### src/rtl/ama_riscv_pkg.sv
// Shared types for the DMEM arbiter: arbitration FSM states and read-data owner.
package ama_riscv_pkg;

  typedef enum logic [1:0] {
    S_CORE  = 2'd0,  // core has priority, loader uses idle slots
    S_LOAD  = 2'd1,  // loader owns the port under lock
    S_FORCE = 2'd2   // one loader slot is owed after starvation
  } arb_state_t;

  typedef enum logic {
    OWN_CORE = 1'b0,
    OWN_LD   = 1'b1
  } owner_t;

endpackage

### src/rtl/ama_riscv_dmem_arbiter_if.sv
// Bus bundle between the core load/store path, the loader and DMEM.
//
// Handshake: a master presents a request (core_en / ld_req with we/addr/wdata)
// and must hold it stable until it is taken. The core request is taken in any
// cycle with core_en=1 and core_stall=0; the loader request is taken in any
// cycle with ld_gnt=1. A taken read returns data one cycle later, qualified by
// core_rvalid / ld_rvalid. Writes never produce rvalid.
interface ama_riscv_dmem_arbiter_if #(
  parameter int AW = 14,
  parameter int DW = 32
);
  logic          core_en;
  logic [3:0]    core_we;
  logic [AW-1:0] core_addr;
  logic [DW-1:0] core_wdata;
  logic          core_stall;
  logic [DW-1:0] core_rdata;
  logic          core_rvalid;

  logic          ld_req;
  logic          ld_lock;
  logic [3:0]    ld_we;
  logic [AW-1:0] ld_addr;
  logic [DW-1:0] ld_wdata;
  logic          ld_gnt;
  logic [DW-1:0] ld_rdata;
  logic          ld_rvalid;

  logic          mem_en;
  logic [3:0]    mem_we;
  logic [AW-1:0] mem_addr;
  logic [DW-1:0] mem_wdata;
  logic [DW-1:0] mem_rdata;

  // Arbiter side
  modport slave (
    input  core_en, core_we, core_addr, core_wdata,
    input  ld_req, ld_lock, ld_we, ld_addr, ld_wdata,
    input  mem_rdata,
    output core_stall, core_rdata, core_rvalid,
    output ld_gnt, ld_rdata, ld_rvalid,
    output mem_en, mem_we, mem_addr, mem_wdata
  );

  // Environment side: masters plus memory
  modport master (
    output core_en, core_we, core_addr, core_wdata,
    output ld_req, ld_lock, ld_we, ld_addr, ld_wdata,
    output mem_rdata,
    input  core_stall, core_rdata, core_rvalid,
    input  ld_gnt, ld_rdata, ld_rvalid,
    input  mem_en, mem_we, mem_addr, mem_wdata
  );
endinterface

### src/rtl/ama_riscv_sat_cnt.sv
// Saturating up-counter with clear. Clear restarts the count and still counts
// the current cycle when inc is set, so a run that begins this cycle reads 1.
// o_hit_next flags that this cycle's update makes the count reach MAX.
module ama_riscv_sat_cnt #(
  parameter int W   = 8,
  parameter int MAX = 8
) (
  input  logic         clk,
  input  logic         rst,
  input  logic         i_clr,
  input  logic         i_inc,
  output logic [W-1:0] o_cnt,
  output logic         o_hit_next
);

  localparam logic [W-1:0] MAX_V = W'(MAX);

  logic [W-1:0] r_cnt;

  // Count state: clear/restart, otherwise increment up to MAX and hold
  always_ff @(posedge clk) begin
    if (!rst) begin
      r_cnt <= '0;
    end else if (i_clr) begin
      r_cnt <= i_inc ? W'(1) : '0;
    end else if (i_inc && (r_cnt != MAX_V)) begin
      r_cnt <= r_cnt + 1'b1;
    end
  end

  assign o_cnt      = r_cnt;
  assign o_hit_next = i_inc && (i_clr ? (MAX_V == W'(1)) : (r_cnt >= (MAX_V - W'(1))));

endmodule

### src/rtl/ama_riscv_dmem_arbiter.sv
// Shares the single DMEM port between the core and a secondary loader master.
// Core has default priority; the loader is guaranteed a slot after MAX_WAIT
// denied cycles and may lock the port for up to MAX_LOCK cycles, after which
// the core gets one priority slot. The request path is a pure mux.
module ama_riscv_dmem_arbiter
  import ama_riscv_pkg::*;
#(
  parameter int AW       = 14,
  parameter int DW       = 32,
  parameter int MAX_WAIT = 8,
  parameter int MAX_LOCK = 64
) (
  input  logic                      clk,
  input  logic                      rst,
  ama_riscv_dmem_arbiter_if.slave   bus,
  output arb_state_t                o_dbg_state,
  output logic [7:0]                o_dbg_wait_cnt,
  output logic [7:0]                o_dbg_lock_cnt
);

  arb_state_t    r_state;
  owner_t        r_owner;
  logic          r_rd_pending;

  logic          w_core_gnt;
  logic          w_ld_gnt;
  logic          w_wait_hit;
  logic          w_lock_hit;
  logic          w_lock_stay;
  logic [3:0]    w_mem_we;
  logic [AW-1:0] w_mem_addr;
  logic [DW-1:0] w_mem_wdata;

  // Core is only ever served in S_CORE; the loader takes every other state.
  assign w_core_gnt = (r_state == S_CORE) && bus.core_en;
  assign w_ld_gnt   = bus.ld_req && ((r_state != S_CORE) || !bus.core_en);

  // Lock is kept only while the burst has not used up its MAX_LOCK slots.
  assign w_lock_stay = w_ld_gnt && bus.ld_lock && !w_lock_hit;

  // With no grant the address/data lines idle on the core values.
  assign w_mem_we    = w_ld_gnt ? bus.ld_we : (w_core_gnt ? bus.core_we : 4'b0);
  assign w_mem_addr  = w_ld_gnt ? bus.ld_addr  : bus.core_addr;
  assign w_mem_wdata = w_ld_gnt ? bus.ld_wdata : bus.core_wdata;

  assign bus.mem_en    = w_core_gnt | w_ld_gnt;
  assign bus.mem_we    = w_mem_we;
  assign bus.mem_addr  = w_mem_addr;
  assign bus.mem_wdata = w_mem_wdata;

  assign bus.core_stall = bus.core_en && !w_core_gnt;
  assign bus.ld_gnt     = w_ld_gnt;

  assign bus.core_rdata  = bus.mem_rdata;
  assign bus.ld_rdata    = bus.mem_rdata;
  assign bus.core_rvalid = r_rd_pending && (r_owner == OWN_CORE);
  assign bus.ld_rvalid   = r_rd_pending && (r_owner == OWN_LD);

  // Starvation counter: consecutive cycles the loader asked and was refused
  ama_riscv_sat_cnt #(.W(8), .MAX(MAX_WAIT)) u_wait_cnt (
    .clk        (clk),
    .rst        (rst),
    .i_clr      (!bus.ld_req || w_ld_gnt),
    .i_inc      (bus.ld_req && !w_ld_gnt),
    .o_cnt      (o_dbg_wait_cnt),
    .o_hit_next (w_wait_hit)
  );

  // Burst length counter: the grant that opens a lock counts as the first slot
  ama_riscv_sat_cnt #(.W(8), .MAX(MAX_LOCK)) u_lock_cnt (
    .clk        (clk),
    .rst        (rst),
    .i_clr      (r_state != S_LOAD),
    .i_inc      (w_ld_gnt),
    .o_cnt      (o_dbg_lock_cnt),
    .o_hit_next (w_lock_hit)
  );

  // Arbitration FSM plus read-return tracking (owner and pending read flag)
  always_ff @(posedge clk) begin
    if (!rst) begin
      r_state      <= S_CORE;
      r_owner      <= OWN_CORE;
      r_rd_pending <= 1'b0;
    end else begin
      r_rd_pending <= bus.mem_en && (w_mem_we == 4'b0);
      r_owner      <= w_ld_gnt ? OWN_LD : OWN_CORE;
      case (r_state)
        S_CORE: begin
          if (w_lock_stay) begin
            r_state <= S_LOAD;
          end else if (w_wait_hit) begin
            r_state <= S_FORCE;
          end
        end
        S_FORCE: r_state <= w_lock_stay ? S_LOAD : S_CORE;
        S_LOAD:  r_state <= w_lock_stay ? S_LOAD : S_CORE;
        default: r_state <= S_CORE;
      endcase
    end
  end

  assign o_dbg_state = r_state;

endmodule
### src/flat_wrapper.sv
// flat-port wrapper written by rule: the top's interface ports become plain ports
module ama_riscv_dmem_arbiter_flat import ama_riscv_pkg::*;
#(
  parameter int AW       = 14,
  parameter int DW       = 32,
  parameter int MAX_WAIT = 8,
  parameter int MAX_LOCK = 64
)
  (clk, rst, o_dbg_state, o_dbg_wait_cnt, o_dbg_lock_cnt, bus_core_en, bus_core_we, bus_core_addr, bus_core_wdata, bus_ld_req, bus_ld_lock, bus_ld_we, bus_ld_addr, bus_ld_wdata, bus_mem_rdata, bus_core_stall, bus_core_rdata, bus_core_rvalid, bus_ld_gnt, bus_ld_rdata, bus_ld_rvalid, bus_mem_en, bus_mem_we, bus_mem_addr, bus_mem_wdata);
  ama_riscv_dmem_arbiter_if #(.AW(AW), .DW(DW)) bus_i ();
  input  logic clk;
  input  logic rst;
  output arb_state_t o_dbg_state;
  output logic [7:0] o_dbg_wait_cnt;
  output logic [7:0] o_dbg_lock_cnt;
  input wire logic [$bits(bus_i.core_en)-1:0] bus_core_en;
  input wire logic [$bits(bus_i.core_we)-1:0] bus_core_we;
  input wire logic [$bits(bus_i.core_addr)-1:0] bus_core_addr;
  input wire logic [$bits(bus_i.core_wdata)-1:0] bus_core_wdata;
  input wire logic [$bits(bus_i.ld_req)-1:0] bus_ld_req;
  input wire logic [$bits(bus_i.ld_lock)-1:0] bus_ld_lock;
  input wire logic [$bits(bus_i.ld_we)-1:0] bus_ld_we;
  input wire logic [$bits(bus_i.ld_addr)-1:0] bus_ld_addr;
  input wire logic [$bits(bus_i.ld_wdata)-1:0] bus_ld_wdata;
  input wire logic [$bits(bus_i.mem_rdata)-1:0] bus_mem_rdata;
  output wire logic [$bits(bus_i.core_stall)-1:0] bus_core_stall;
  output wire logic [$bits(bus_i.core_rdata)-1:0] bus_core_rdata;
  output wire logic [$bits(bus_i.core_rvalid)-1:0] bus_core_rvalid;
  output wire logic [$bits(bus_i.ld_gnt)-1:0] bus_ld_gnt;
  output wire logic [$bits(bus_i.ld_rdata)-1:0] bus_ld_rdata;
  output wire logic [$bits(bus_i.ld_rvalid)-1:0] bus_ld_rvalid;
  output wire logic [$bits(bus_i.mem_en)-1:0] bus_mem_en;
  output wire logic [$bits(bus_i.mem_we)-1:0] bus_mem_we;
  output wire logic [$bits(bus_i.mem_addr)-1:0] bus_mem_addr;
  output wire logic [$bits(bus_i.mem_wdata)-1:0] bus_mem_wdata;
  assign bus_i.core_en = bus_core_en;
  assign bus_i.core_we = bus_core_we;
  assign bus_i.core_addr = bus_core_addr;
  assign bus_i.core_wdata = bus_core_wdata;
  assign bus_i.ld_req = bus_ld_req;
  assign bus_i.ld_lock = bus_ld_lock;
  assign bus_i.ld_we = bus_ld_we;
  assign bus_i.ld_addr = bus_ld_addr;
  assign bus_i.ld_wdata = bus_ld_wdata;
  assign bus_i.mem_rdata = bus_mem_rdata;
  assign bus_core_stall = bus_i.core_stall;
  assign bus_core_rdata = bus_i.core_rdata;
  assign bus_core_rvalid = bus_i.core_rvalid;
  assign bus_ld_gnt = bus_i.ld_gnt;
  assign bus_ld_rdata = bus_i.ld_rdata;
  assign bus_ld_rvalid = bus_i.ld_rvalid;
  assign bus_mem_en = bus_i.mem_en;
  assign bus_mem_we = bus_i.mem_we;
  assign bus_mem_addr = bus_i.mem_addr;
  assign bus_mem_wdata = bus_i.mem_wdata;
  ama_riscv_dmem_arbiter #(.AW(AW), .DW(DW), .MAX_WAIT(MAX_WAIT), .MAX_LOCK(MAX_LOCK)) u_core (.clk(clk), .rst(rst), .bus(bus_i), .o_dbg_state(o_dbg_state), .o_dbg_wait_cnt(o_dbg_wait_cnt), .o_dbg_lock_cnt(o_dbg_lock_cnt));
endmodule
### config.mk
export PLATFORM = sky130hd
export DESIGN_NAME = ama_riscv_dmem_arbiter_flat
export DESIGN_NICKNAME = d
export VERILOG_FILES = /design/src/rtl/ama_riscv_pkg.sv /design/src/rtl/ama_riscv_dmem_arbiter_if.sv /design/src/rtl/ama_riscv_sat_cnt.sv /design/src/rtl/ama_riscv_dmem_arbiter.sv /design/src/flat_wrapper.sv
export SDC_FILE = /design/constraint.sdc
export NUM_CORES = 1
export LEC_CHECK = 0
export CAP_MARGIN = 40
export CORE_AREA = 4 4 105 107
export CTS_CLUSTER_SIZE = 8
export DETAILED_ROUTE_END_ITERATION = 16
export DIE_AREA = 0 0 109 111
export PLACE_DENSITY = 0.71
export SYNTH_ARGS = -nofsm -noshare
export SYNTH_HDL_FRONTEND = slang
export SYNTH_SLANG_ARGS = --single-unit
### constraint.sdc
create_clock -name clk -period 2 [get_ports clk]
set_input_delay 0.2 -clock clk [delete_from_list [all_inputs] [get_ports clk]]
set_output_delay 0.2 -clock clk [all_outputs]
set_load 0.02 [all_outputs]
Yosys cells after proc, flatten, opt, wreduce, memory -nomap -nowiden
Index checks and enable logic that the tools add are counted.
W data, S select, Z words.
{ "totals": {"n_memories": 0, "mem_bits_ro": 0, "output_inout_bits": 137, "reg_bits": 20, "mem_bits_rw": 0, "latchBits": 0} }
{ "op_classes": {"n_addsub": 2, "mul": 0, "magnitude_cmp": 2, "div": 0, "reduce_logical": 26, "n_eq_ne": 6, "n_mux": 17, "n_shift": 0, "bitwise": 2} }
{ "ops": {"columns": ["cell", "count"], "rows": [
  ["$mux W32", 1],
  ["$mux W8", 4],
  ["$add A8 B1 Y8 const B", 2],
  ["$mux W14", 1],
  ["$logic_and A1 B1 Y1", 13],
  ["$ge A8 B3 Y1 const B", 1],
  ["$ge A8 B6 Y1 const B", 1],
  ["$mux W4", 2],
  ["$ne A8 B4 Y1 const B", 1],
  ["$ne A8 B7 Y1 const B", 1],
  ["$mux W1", 6],
  ["$reduce_bool A2 Y1", 3],
  ["$logic_not A1 Y1", 5],
  ["$logic_not A4 Y1", 1],
  ["$mux W2", 2],
  ["$pmux W2 S2", 1],
  ["$ne A3 B2 Y1 const B", 1],
  ["$eq A2 B1 Y1 const B", 1],
  ["$eq A2 B2 Y1 const B", 1],
  ["$logic_not A2 Y1", 1],
  ["$logic_or A1 B1 Y1", 2],
  ["$ne A2 B1 Y1 const B", 1],
  ["$reduce_or A2 Y1", 1],
  ["$not A1 Y1", 1],
  ["$or A1 B1 Y1", 1]
]} }

Depth between registers and ports, before layout
Gate-level depths: netlist of run 1.
{ "depth": {"ltp_word": 9, "mapped_depth": 8} }

Modules after synthesis
A second synthesis of run 1 with hierarchy kept.
{ "hier_totals": {"hier_cells": 265, "area_unflattened_um2": 2260.9} }
{ "by_module_without_submodules": {"columns": ["mod", "seq_area_each_um2", "instances", "cells_each", "area_each_um2"], "rows": [
  ["ama_riscv_dmem_arbiter", 80.1, 1, 158, 1365.1],
  ["ama_riscv_sat_cnt (u_core.u_lock_cnt)", 160.2, 1, 55, 455.4],
  ["ama_riscv_sat_cnt (u_core.u_wait_cnt)", 160.2, 1, 52, 440.4]
]} }

Least setup slack after synthesis of run 1
No wires, ideal clock.
{ "synth_timing": {"path_kind": "reg-to-output", "startpoint": "reg u_core.r_state[0], in the netlist u_core.o_dbg_state[0]", "endpoint": "out bus_mem_addr[10]", "stages_incl_launch_ff": 7, "required_time_ns": 1.800, "arrival_time_ns": 1.824, "n_path_buf": 2, "setup_slack_ns": -0.024, "path_cell_list": "dfxtp_1 > inv_1 > ha_1 > a21boi_0 > buf_2 > buf_2 > mux2_2"} }
{ "synth_via": {"elab_chain_cells": 4} }
{ "synth_rtl": {"columns": ["item", "line", "source"], "rows": [
  ["start: declaration", "ama_riscv_dmem_arbiter.sv:21", "arb_state_t r_state;"],
  ["start signal: assignment", "ama_riscv_dmem_arbiter.sv:96", "S_FORCE: r_state <= w_lock_stay ? S_LOAD : S_CORE;"],
  ["start signal: assignment", "ama_riscv_dmem_arbiter.sv:97", "S_LOAD: r_state <= w_lock_stay ? S_LOAD : S_CORE;"],
  ["$reduce_bool A2 Y1", "ama_riscv_dmem_arbiter.sv:36", "assign w_ld_gnt = bus.ld_req && ((r_state != S_CORE) || !bus.core_en);"],
  ["$logic_or A1 B1 Y1", "ama_riscv_dmem_arbiter.sv:36", null],
  ["$logic_and A1 B1 Y1", "ama_riscv_dmem_arbiter.sv:36", null],
  ["net bus_ld_gnt", "flat_wrapper.sv:29", "output wire logic [$bits(bus_i.ld_gnt)-1:0] bus_ld_gnt;"],
  ["$mux W14", "ama_riscv_dmem_arbiter.sv:43", "assign w_mem_addr = w_ld_gnt ? bus.ld_addr : bus.core_addr;"],
  ["end: declaration", "flat_wrapper.sv:34", "output wire logic [$bits(bus_i.mem_addr)-1:0] bus_mem_addr;"]
]} }
The timed path passes the listed nets, and every way through them passes these cells.

Worst setup path in the final report of run 1
{ "layout_timing": {"startpoint": "reg u_core.r_state[1], in the netlist u_core.o_dbg_state[1]", "endpoint": "out bus_mem_wdata[5]"} }
{ "layout_via": {"elab_chain_cells": 4} }
{ "layout_rtl": {"columns": ["item", "line", "source"], "rows": [
  ["$reduce_bool A2 Y1", "ama_riscv_dmem_arbiter.sv:36", null],
  ["$logic_or A1 B1 Y1", "ama_riscv_dmem_arbiter.sv:36", null],
  ["$logic_and A1 B1 Y1", "ama_riscv_dmem_arbiter.sv:36", null],
  ["$mux W32", "ama_riscv_dmem_arbiter.sv:44", "assign w_mem_wdata = w_ld_gnt ? bus.ld_wdata : bus.core_wdata;"],
  ["end: declaration", "flat_wrapper.sv:35", "output wire logic [$bits(bus_i.mem_wdata)-1:0] bus_mem_wdata;"]
]} }
No other way between the ends.

==> impl_metrics.csv, run 1 <==
group,metric,value,unit
grt,grt_pass1_wl,12100,µm
die,io_pins,274,
grt,grt_pass1_vias,2375,
final_layout,stdcell_area,0.00415,mm²
clock_tree,clk_latency,0.26,ns
clock_tree,ctsHtreeMaxLevel,1,
clock_tree,cts_buffer_depth,2,
routing,drc,0,
flow_run,cap_violations,0,
logic_synthesis,ys_ff_latch,20,
final_layout,nNetsFinal,523,
placement,pre_cts_ws,-0.332,ns
logic_synthesis,syn-num-nets,390,
grt,grt_antenna_before_repair,0,
worst_setup_path,worst-path-buf-inv,4,
routing,dr.pass1.iters,4,
timing,hold_viol,0,
clock_tree,cts_buffers,3,
placement,place.gp.congestion,0.795,
worst_setup_path,cp_top_family,"buffers and inverters",
final_layout,layout-drive-gt1-share,35.7,%
timing,setup_violations,0,
timing,fmax,0.507,GHz
pwr,power_density,407,mW/mm²
clock_tree,tritoncts,"done",
worst_setup_path,critPathSlowestCell,"dfxtp_2",
routing,totalWireLength,8220,µm
die,die_h,111,µm
timing,drv_slew,0,
timing,tightest_slew,0.324,ns
worst_setup_path,critical_path_peak_fanout,8,
die,die_x,109,µm
final_layout,finalNonFillerCells,514,
logic_synthesis,seq_area_frac_synth,18.7,%
pwr,leakage,0.00174,µW
logic_synthesis,synth_fa_ha_area_share,4.10,%
routing,vias,2151,
clock_tree,clkSlewWorstSetupHoldPaths,0.08,ns
logic_synthesis,synth_area,0.00214,mm²
placement,placed_area,0.00369,mm²
logic_synthesis,synthFlopType,"dfxtp_1",
logic_synthesis,yosysTopAreaCellShare,24.2,%
routing,antenna_left,0,
worst_setup_path,crit_path_start_kind,"register",
timing,relSlewSlack,78.3,%
worst_setup_path,path_cells,"inv_2 -> ha_4 -> a21boi_4 -> buf_12 -> clkbuf_16 -> mux2_2 -> buf_6",
logic_synthesis,synth_compound_area_share,4.98,%
placement,place_inst,501,
worst_setup_path,slowest_delay,0.34,ns
logic_synthesis,synth_xor_area_share,4.51,%
grt,grt_usage,12.6,%
logic_synthesis,yosysUniqueCellTypes,38,
logic_synthesis,synth.area.mux_share,25.6,%
logic_synthesis,synth_top_family_by_area,"buffers and inverters",
timing,fin_crit,1.97,ns
logic_synthesis,yosys_warnings,0,
final_layout,syn_to_final_growth,94.0,%
placement,numPortBuffers,177,
timing,worst_slack,0.0270,ns
worst_setup_path,critPathCaptureType,"output port",
grt,grt-ovfl-total,0,
timing,holdWs,0.400,ns
logic_synthesis,async_flop_share,0,%
routing,first_iter_violations,58,
worst_setup_path,reg2reg_depth,10,
logic_synthesis,synthTopCellsByArea,"mux2_2, buf_4, dfxtp_1, ha_1, xor2_1",
routing,vias_per_cell,4.18,
die,num_rows,37,
worst_setup_path,crit_type,"register to output port",
worst_setup_path,worstPathRequired,1.80,ns
min_path,hold_depth,0,
die,core_area,0.0101,mm²
die,dieArea,0.0121,mm²
min_path,hp-class,"primary input to output port",
logic_synthesis,synth_edf_count,0,
worst_setup_path,path_depth,7,
grt,grt_max_degree,19,
timing,finalClockSkew,0.00480,ns
timing,finalCritPeriodShare,98.7,%
final_layout,diodes,0,
pwr,finalPower,1690,µW
die,initial_core_util,21.1,%
worst_setup_path,worstPathArrival,1.77,ns
logic_synthesis,synth-simple-area-share,15.7,%
logic_synthesis,synth_top_area_cell,"mux2_2",
logic_synthesis,synth.avg_cell_area,8.69,µm²
clock_tree,cts-hold-fix-buffers,0,
pwr,worst_ir_drop_vdd,0.367,mV
run_status,outcome,"completed",
clock_tree,cts_root_buffer,"clkbuf_8",
placement,hpwl,6510,µm
timing,rsz0062_at_grt,"yes",
clock_tree,cts_sinks,20,
logic_synthesis,synth_cells,246,
routing,routedWlPerCell,16.0,µm
cells by family after synthesis:
logic type	count (synthesis)
and+or+nand+nor	65
adders and majority gates	7
xor gates and xnor gates	11
AOI/OAI and AO/OA	14
muxes	49
buffers and inverters	80
DFF	20
final timing paths:
| kind | from | to | slack [ns] |
|---|---|---|---|
| setup / recovery | u_core.o_dbg_state[1] | bus_mem_wdata[5] | 0.03 |
| hold / removal | bus_mem_rdata[30] | bus_core_rdata[30] | 0.40 |
| setup reg to reg | u_core.o_dbg_state[1] | u_core.u_lock_cnt.o_cnt[2] | 0.12 |
| hold reg to reg | u_core.u_wait_cnt.o_cnt[7] | u_core.u_wait_cnt.o_cnt[7] | 0.54 |
synthesized netlist by cell type, drive strengths merged, types with 3 or more instances:
cell and instances:
and3 4, nor2 15, nand2 15, mux2i 3, nand4 4, mux2 46
inv 7, dfxtp 20, xor2 9, o21ai 3, buf 72, ha 7
and2 3, nand3 12
layout by cell type, fill, tap and decap left out, types with 4 or more instances in the layout:
cell type	count
nand2_1	15
ha_1	6
mux2_2	8
clkdlybuf4s50_1	124
dlygate4sd2_1	4
nand3_1	12
inv_1	5
buf_6	45
dfxtp_1	18
buf_4	14
nor2_1	15
xor2_1	9
mux2_4	38
nand4_1	4
through the flow:
step,util [%],setup TNS (ns)
2_1_floorplan,-,0
3_3_place_gp,36.4,-12.59
3_5_place_dp,36.4,-12.83
4_1_cts,36.2,-0.617
5_1_grt,40.9,-0.719
6_report,40.9,0
power breakdown:
part | internal, µW | switching (µW) | leakage [µW]
clock | 267 | 143 | 0.0000357
combinational | 540 | 331 | 0.00154
sequential | 403 | 4.29 | 0.000163
total | 1210 | 477 | 0.00174
per-layer routing:
metal	global-route usage (%)	wire length, µm	share of wire, %	up-vias
li1	-	-	-	1040
met1	13.3	2900	35	965
met2	23.7	4340	53	114
met3	2.91	705	8.6	32
met4	4.63	273	3.3	0
met5	0	0	0	-
cell type report:
cell class / instances / area (µm²)
Clock inverter: 1 / 30.0
Clock buffer: 3 / 41.3
Sequential cell: 20 / 403
Fill cell: 1006 / 5990
Multi-Input combinational cell: 146 / 1350
Tap cell: 136 / 170
Timing Repair Buffer: 201 / 2130
Inverter: 7 / 26.3
worst register-to-register path, stage by stage, from the launching register on:
cell      delay [ns]
dfxtp_2         0.34
inv_2           0.05
ha_4            0.16
a21boi_4        0.14
buf_12          0.18
buf_16          0.15
buf_4           0.12
buf_6           0.12
o41a_1          0.22
a21oi_1         0.09
a31o_2          0.21
registers in the layout (all words and copies together), names as in the netlist:
register and count:
u_core.r_rd_pending 1, u_core.u_wait_cnt.o_cnt 8, u_core.u_lock_cnt.o_cnt 8, u_core.r_owner 1, u_core.o_dbg_state 2
repair_timing:
action                                  CTS  global route
pin swaps                                 2             2
cloned                                    2             4
resized for setup                       215           117
endpoints found under the setup margin   53            52
setup buffers                             2             1
Note: power is estimated with default switching activity, not from simulation.
==> run 2, diff against run 1 <==
--- a/config.mk
+++ b/config.mk
@@ -6,11 +6,12 @@
 export NUM_CORES = 1
 export LEC_CHECK = 0
 export CAP_MARGIN = 40
-export CORE_AREA = 4 4 105 107
+export CORE_AREA = 2 2 106 108
 export CTS_CLUSTER_SIZE = 8
 export DETAILED_ROUTE_END_ITERATION = 16
-export DIE_AREA = 0 0 109 111
-export PLACE_DENSITY = 0.71
+export DIE_AREA = 0 0 108 110
+export PLACE_DENSITY = 0.68
+export REMOVE_ABC_BUFFERS = 1
 export SYNTH_ARGS = -nofsm -noshare
 export SYNTH_HDL_FRONTEND = slang
 export SYNTH_SLANG_ARGS = --single-unit
==> run 2 against run 1 <==
Compared with the run above:
- the run now ends with setup timing left
- combinational power increased by 1%
- via count increased by 9.0%
- highest routed layer is now met5
- global-route usage increased by 7.2 points
- critical path type unchanged
==> impl_metrics.csv, run 2 (synthesis gave the netlist of run 1 again) <==
group,metric,value,unit
run_status,outcome,"finished, violations left",
run_status,failed_checks,"setup timing",
timing,drv_slew,0,
clock_tree,clk_latency,0.26,ns
clock_tree,cts_root_buffer,"clkbuf_8",
routing,dr.pass1.iters,6,
placement,pre_cts_ws,-0.287,ns
worst_setup_path,path_depth,8,
grt,grt-ovfl-total,0,
clock_tree,cts_buffers,3,
worst_setup_path,critPathCaptureType,"output port",
final_layout,layout-drive-gt1-share,35.4,%
final_layout,syn_to_final_growth,88.6,%
min_path,hold_depth,0,
die,num_rows,38,
clock_tree,clkSlewWorstSetupHoldPaths,0.08,ns
timing,fmax,0.489,GHz
worst_setup_path,cp_top_family,"buffers and inverters",
timing,fin_crit,2.04,ns
timing,finalCritPeriodShare,102,%
worst_setup_path,critPathMostFrequentCell,"buf_6",
clock_tree,cts-hold-fix-buffers,0,
final_layout,layout_commonest_cell,"clkdlybuf4s50_1",
routing,vias_per_cell,4.52,
worst_setup_path,worst-path-buf-inv,5,
clock_tree,cts_sinks,20,
worst_setup_path,worstPathRequired,1.80,ns
die,die_x,108,µm
routing,totalWireLength,12300,µm
final_layout,nNetsFinal,525,
worst_setup_path,crit_type,"register to output port",
routing,first_iter_violations,65,
timing,holdWs,0.400,ns
placement,place.gp.congestion,0.782,
die,die_h,110,µm
placement,hpwl,10600,µm
timing,tightest_slew,0.371,ns
routing,drc,0,
worst_setup_path,critPathSlowestCell,"dfxtp_2",
clock_tree,tritoncts,"done",
grt,grt_max_degree,11,
worst_setup_path,critical_path_peak_fanout,8,
worst_setup_path,reg2reg_depth,10,
timing,hold_viol,0,
die,core_area,0.0107,mm²
worst_setup_path,rrSetupSlack,0.12,ns
routing,vias,2344,
placement,numPortBuffers,177,
final_layout,utilization,37.7,%
clock_tree,ctsHtreeMaxLevel,1,
worst_setup_path,slowest_delay,0.34,ns
final_layout,final_cell_mix,"clkdlybuf4s50_1, buf_6, mux2_4",
final_layout,diodes,0,
pwr,leakage,0.00167,µW
final_layout,n_fill_cell,1070,
worst_setup_path,reg2reg_from,"u_core.o_dbg_state[1]",
worst_setup_path,worstPathArrival,1.84,ns
grt,grt_antenna_before_repair,2,
flow_run,cap_violations,0,
grt,grt_pass1_vias,2459,
timing,worst_slack,-0.0442,ns
timing,rsz0062_at_grt,"yes",
worst_setup_path,crit_path_start,"u_core.o_dbg_state[1]",
die,initial_core_util,20.0,%
worst_setup_path,crit_path_start_kind,"register",
die,io_pins,274,
timing,relSlewSlack,75.2,%
timing,setup_violations,19,
die,dieArea,0.0119,mm²
timing,finalSetupTns,-0.508,ns
clock_tree,cts_buffer_depth,2,
grt,grt_usage,19.8,%
timing,finalClockSkew,0.00650,ns
pwr,power_density,386,mW/mm²
pwr,worst_ir_drop_vdd,0.190,mV
routing,antenna_left,0,
min_path,hp-class,"primary input to output port",
routing,routedWlPerCell,23.7,µm
worst_setup_path,path_cells,"inv_2 -> ha_4 -> a21boi_4 -> buf_6 -> buf_16 -> buf_8 -> mux2_4 -> buf_6",
grt,grt_pass1_wl,16400,µm
min_path,min-delay-start,"bus_mem_rdata[30]",
==> run 2: where the power goes <==
part / switching, µW / internal [µW]
logic: 361 / 518
clock network: 133 / 134
registers: 4.59 / 403
==> run 2: per-layer routing <==
metal / GRT usage (%) / vias to the layer above / share of wire (%)
met3: 16.0 / 6 / 19
li1: - / 1041 / -
met1: 24.3 / 1070 / 41
met5: 4.46 / - / 0.48
met2: 27.5 / 221 / 40
met4: 1.10 / 6 / 0.032
==> run 2: metrics by stage <==
stage / area (µm²) / power, µW / std cells
4_1_cts: 3940 / 1530 / 519
5_1_grt: 4030 / 1630 / 519
3_3_place_gp: 3640 / 1180 / 503
2_1_floorplan: 1600 / 710 / 173
3_5_place_dp: 3640 / 1180 / 503
6_report: 4030 / 1560 / 519
==> run 2: final timing paths <==
| kind | to |
|---|---|
| max | bus_mem_wdata[17] |
| min reg2reg | u_core.u_lock_cnt.o_cnt[0] |
| max reg2reg | u_core.o_dbg_state[0] |
| min | bus_core_rdata[30] |
==> run 2: final cells by class <==
class,count,area (µm²),area share (%)
Multi-Input combinational cell,146,1320,32.8
Clock buffer,3,41.3,1.02
Tap cell,140,175,4.35
Sequential cell,20,403,9.99
Timing Repair Buffer,203,2060,51.2
Inverter,7,26.3,0.652
==> run 2: repair_timing <==
item / in CTS / in global routing
buffers inserted: 10 / 2
endpoints found under the setup margin: 52 / 48
pin swaps: 2 / 2
resized for setup: 221 / 41
cloned: 3 / 0
==> run 2: worst register-to-register path: cells and delay by family (launching register included) <==
kind / cells / cell delay, ns
AO/OA/AOI/OAI: 2 / 0.38
multiplexers: 1 / 0.19
flip-flops: 1 / 0.34
adder cells (fa/ha/maj): 1 / 0.17
AND/OR/NAND/NOR: 1 / 0.10
buffers and inverters: 5 / 0.64
==> run 3, diff against run 2 <==
--- a/config.mk
+++ b/config.mk
@@ -6,11 +6,11 @@
 export NUM_CORES = 1
 export LEC_CHECK = 0
 export CAP_MARGIN = 40
-export CORE_AREA = 2 2 106 108
+export CORE_AREA = 4 4 105 107
 export CTS_CLUSTER_SIZE = 8
 export DETAILED_ROUTE_END_ITERATION = 16
-export DIE_AREA = 0 0 108 110
-export PLACE_DENSITY = 0.68
+export DIE_AREA = 0 0 109 111
+export PLACE_DENSITY = 0.71
 export REMOVE_ABC_BUFFERS = 1
 export SYNTH_ARGS = -nofsm -noshare
 export SYNTH_HDL_FRONTEND = slang
==> run 3 against run 2 <==
Compared with the run above:
- the run still ends with setup timing left
- combinational power down 2%
- flip-flop and latch count is the same
- first-iteration DRC count rose by 9.2%
- sequential share of layout area shrank 0.062 points
- wire length hardly changed
- clock skew grew 0.0016 ns
- die area is 1.8% higher
- largest cell class unchanged
==> impl_metrics.csv, run 3 (synthesis gave the netlist of run 1 again) <==
group,metric,value,unit
grt,grt-ovfl-total,0,
final_layout,n_fill_cell,1003,
grt,grt_max_degree,17,
die,dieArea,0.0121,mm²
timing,tightest_slew,0.400,ns
final_layout,nNetsFinal,526,
grt,grt_usage,18.9,%
pwr,p_seq_share,24.3,%
die,die_h,111,µm
pwr,leakage,0.00170,µW
clock_tree,tritoncts,"done",
routing,vias,2312,
pwr,worst_ir_drop_vdd,0.217,mV
clock_tree,cts_root_buffer,"clkbuf_8",
pwr,internal-power,1180,µW
timing,fin_crit,2.03,ns
run_status,failed_checks,"setup timing",
timing,rsz0062_at_grt,"yes",
timing,drv_slew,0,
die,initial_core_util,21.1,%
timing,relSlewSlack,73.2,%
placement,placed_area,0.00366,mm²
placement,numPortBuffers,177,
grt,grt_pass1_vias,2454,
clock_tree,cts_buffers,3,
timing,setup_violations,13,
run_status,outcome,"finished, violations left",
clock_tree,clk_latency,0.26,ns
die,io_pins,274,
routing,routedWlPerCell,23.8,µm
final_layout,utilization,40.0,%
pwr,power_density,415,mW/mm²
clock_tree,ctsHtreeMaxLevel,1,
min_path,hold_depth,0,
min_path,hp-class,"primary input to output port",
timing,finalClockSkew,0.00810,ns
routing,totalWireLength,12300,µm
timing,fmax,0.493,GHz
clock_tree,cts_sinks,20,
pwr,power_frac_comb,51.3,%
die,num_rows,37,
grt,grt_antenna_before_repair,0,
final_layout,diodes,0,
pwr,finalPower,1680,µW
final_layout,layout-drive-gt1-share,36.0,%
flow_run,cap_violations,0,
die,core_area,0.0101,mm²
final_layout,stdcell_area,0.00406,mm²
clock_tree,clkSlewWorstSetupHoldPaths,0.08,ns
grt,grt_pass1_wl,16500,µm
worst_setup_path,reg2reg_depth,11,
final_layout,final_cell_mix,"clkdlybuf4s50_1, mux2_4, buf_6",
final_layout,syn_to_final_growth,89.8,%
timing,hold_viol,0,
placement,hpwl,10500,µm
routing,dr.pass1.iters,4,
placement,place.gp.congestion,0.795,
routing,first_iter_violations,71,
worst_setup_path,critPathCaptureType,"output port",
timing,finalCritPeriodShare,101,%
pwr,power_frac_clock,24.5,%
pwr,switching_share,29.6,%
die,die_x,109,µm
final_layout,layout_commonest_cell,"clkdlybuf4s50_1",
routing,drc,0,
pwr,switching_power,499,µW
worst_setup_path,crit_type,"register to output port",
worst_setup_path,crit_path_start_kind,"register",
routing,vias_per_cell,4.47,
clock_tree,cts_buffer_depth,2,
timing,worst_slack,-0.0285,ns
worst_setup_path,worstPathArrival,1.83,ns
worst_setup_path,critical_path_peak_fanout,7,
routing,antenna_left,0,
timing,finalSetupTns,-0.285,ns
worst_setup_path,worstPathRequired,1.80,ns
==> run 3: routing by layer <==
layer | GRT usage, % | part of all wire (%) | vias to the layer above
met4 | 0.253 | 0.016 | 2
met5 | 4.91 | 0.40 | -
li1 | - | - | 1050
met1 | 19.7 | 36 | 1040
met2 | 28.5 | 42 | 218
met3 | 18.7 | 22 | 2
==> run 3: repair_timing <==
action,CTS,global route
resized for setup,184,66
gates cloned,2,1
pin swaps,1,1
setup endpoints to repair,52,51
hold buffers,0,0
setup buffers,7,1
==> run 3: cell type report <==
| class | count | area (µm²) | area share [%] |
|---|---|---|---|
| Sequential cell | 20 | 403 | 9.93 |
| Clock buffer | 3 | 41.3 | 1.02 |
| Tap cell | 136 | 170 | 4.19 |
| Timing Repair Buffer | 204 | 2050 | 50.5 |
| Multi-Input combinational cell | 146 | 1340 | 33.0 |
| Clock inverter | 1 | 30.0 | 0.740 |
| Inverter | 7 | 26.3 | 0.648 |
==> run 3: worst max-delay path: stages (launching register included) <==
cell and delay, ns:
dfxtp_2 0.34, inv_2 0.05, ha_4 0.16, a21boi_4 0.15
buf_12 0.16, buf_16 0.14, buf_6 0.12, mux2_4 0.31
buf_6 0.14
==> run 3: path summary, 6_finish.rpt <==
kind,endpoint,startpoint,slack (ns)
min reg2reg,u_core.u_lock_cnt.o_cnt[0],u_core.u_lock_cnt.o_cnt[0],0.55
max,bus_mem_wdata[29],u_core.o_dbg_state[1],-0.03
max reg2reg,u_core.o_dbg_state[0],u_core.o_dbg_state[1],0.10
min,bus_ld_rdata[16],bus_mem_rdata[16],0.40
==> run 3: metrics by stage <==
step	hold WS, ns	cells	setup WS [ns]
finish	0.400	517	-0.0285
global route	0.400	517	-0.0932
CTS	0.400	516	-0.0946
detailed placement	0.400	503	-0.288
global placement	0.400	503	-0.282
floorplan	0.332	173	-3.99
==> run 3: power groups by stage <==
stage	sequential [µW]	combinational [µW]	clock (µW)
global route	409	910	444
detailed placement	417	758	0
CTS	408	792	425
floorplan	421	289	0
global placement	417	756	0
finish	408	862	412
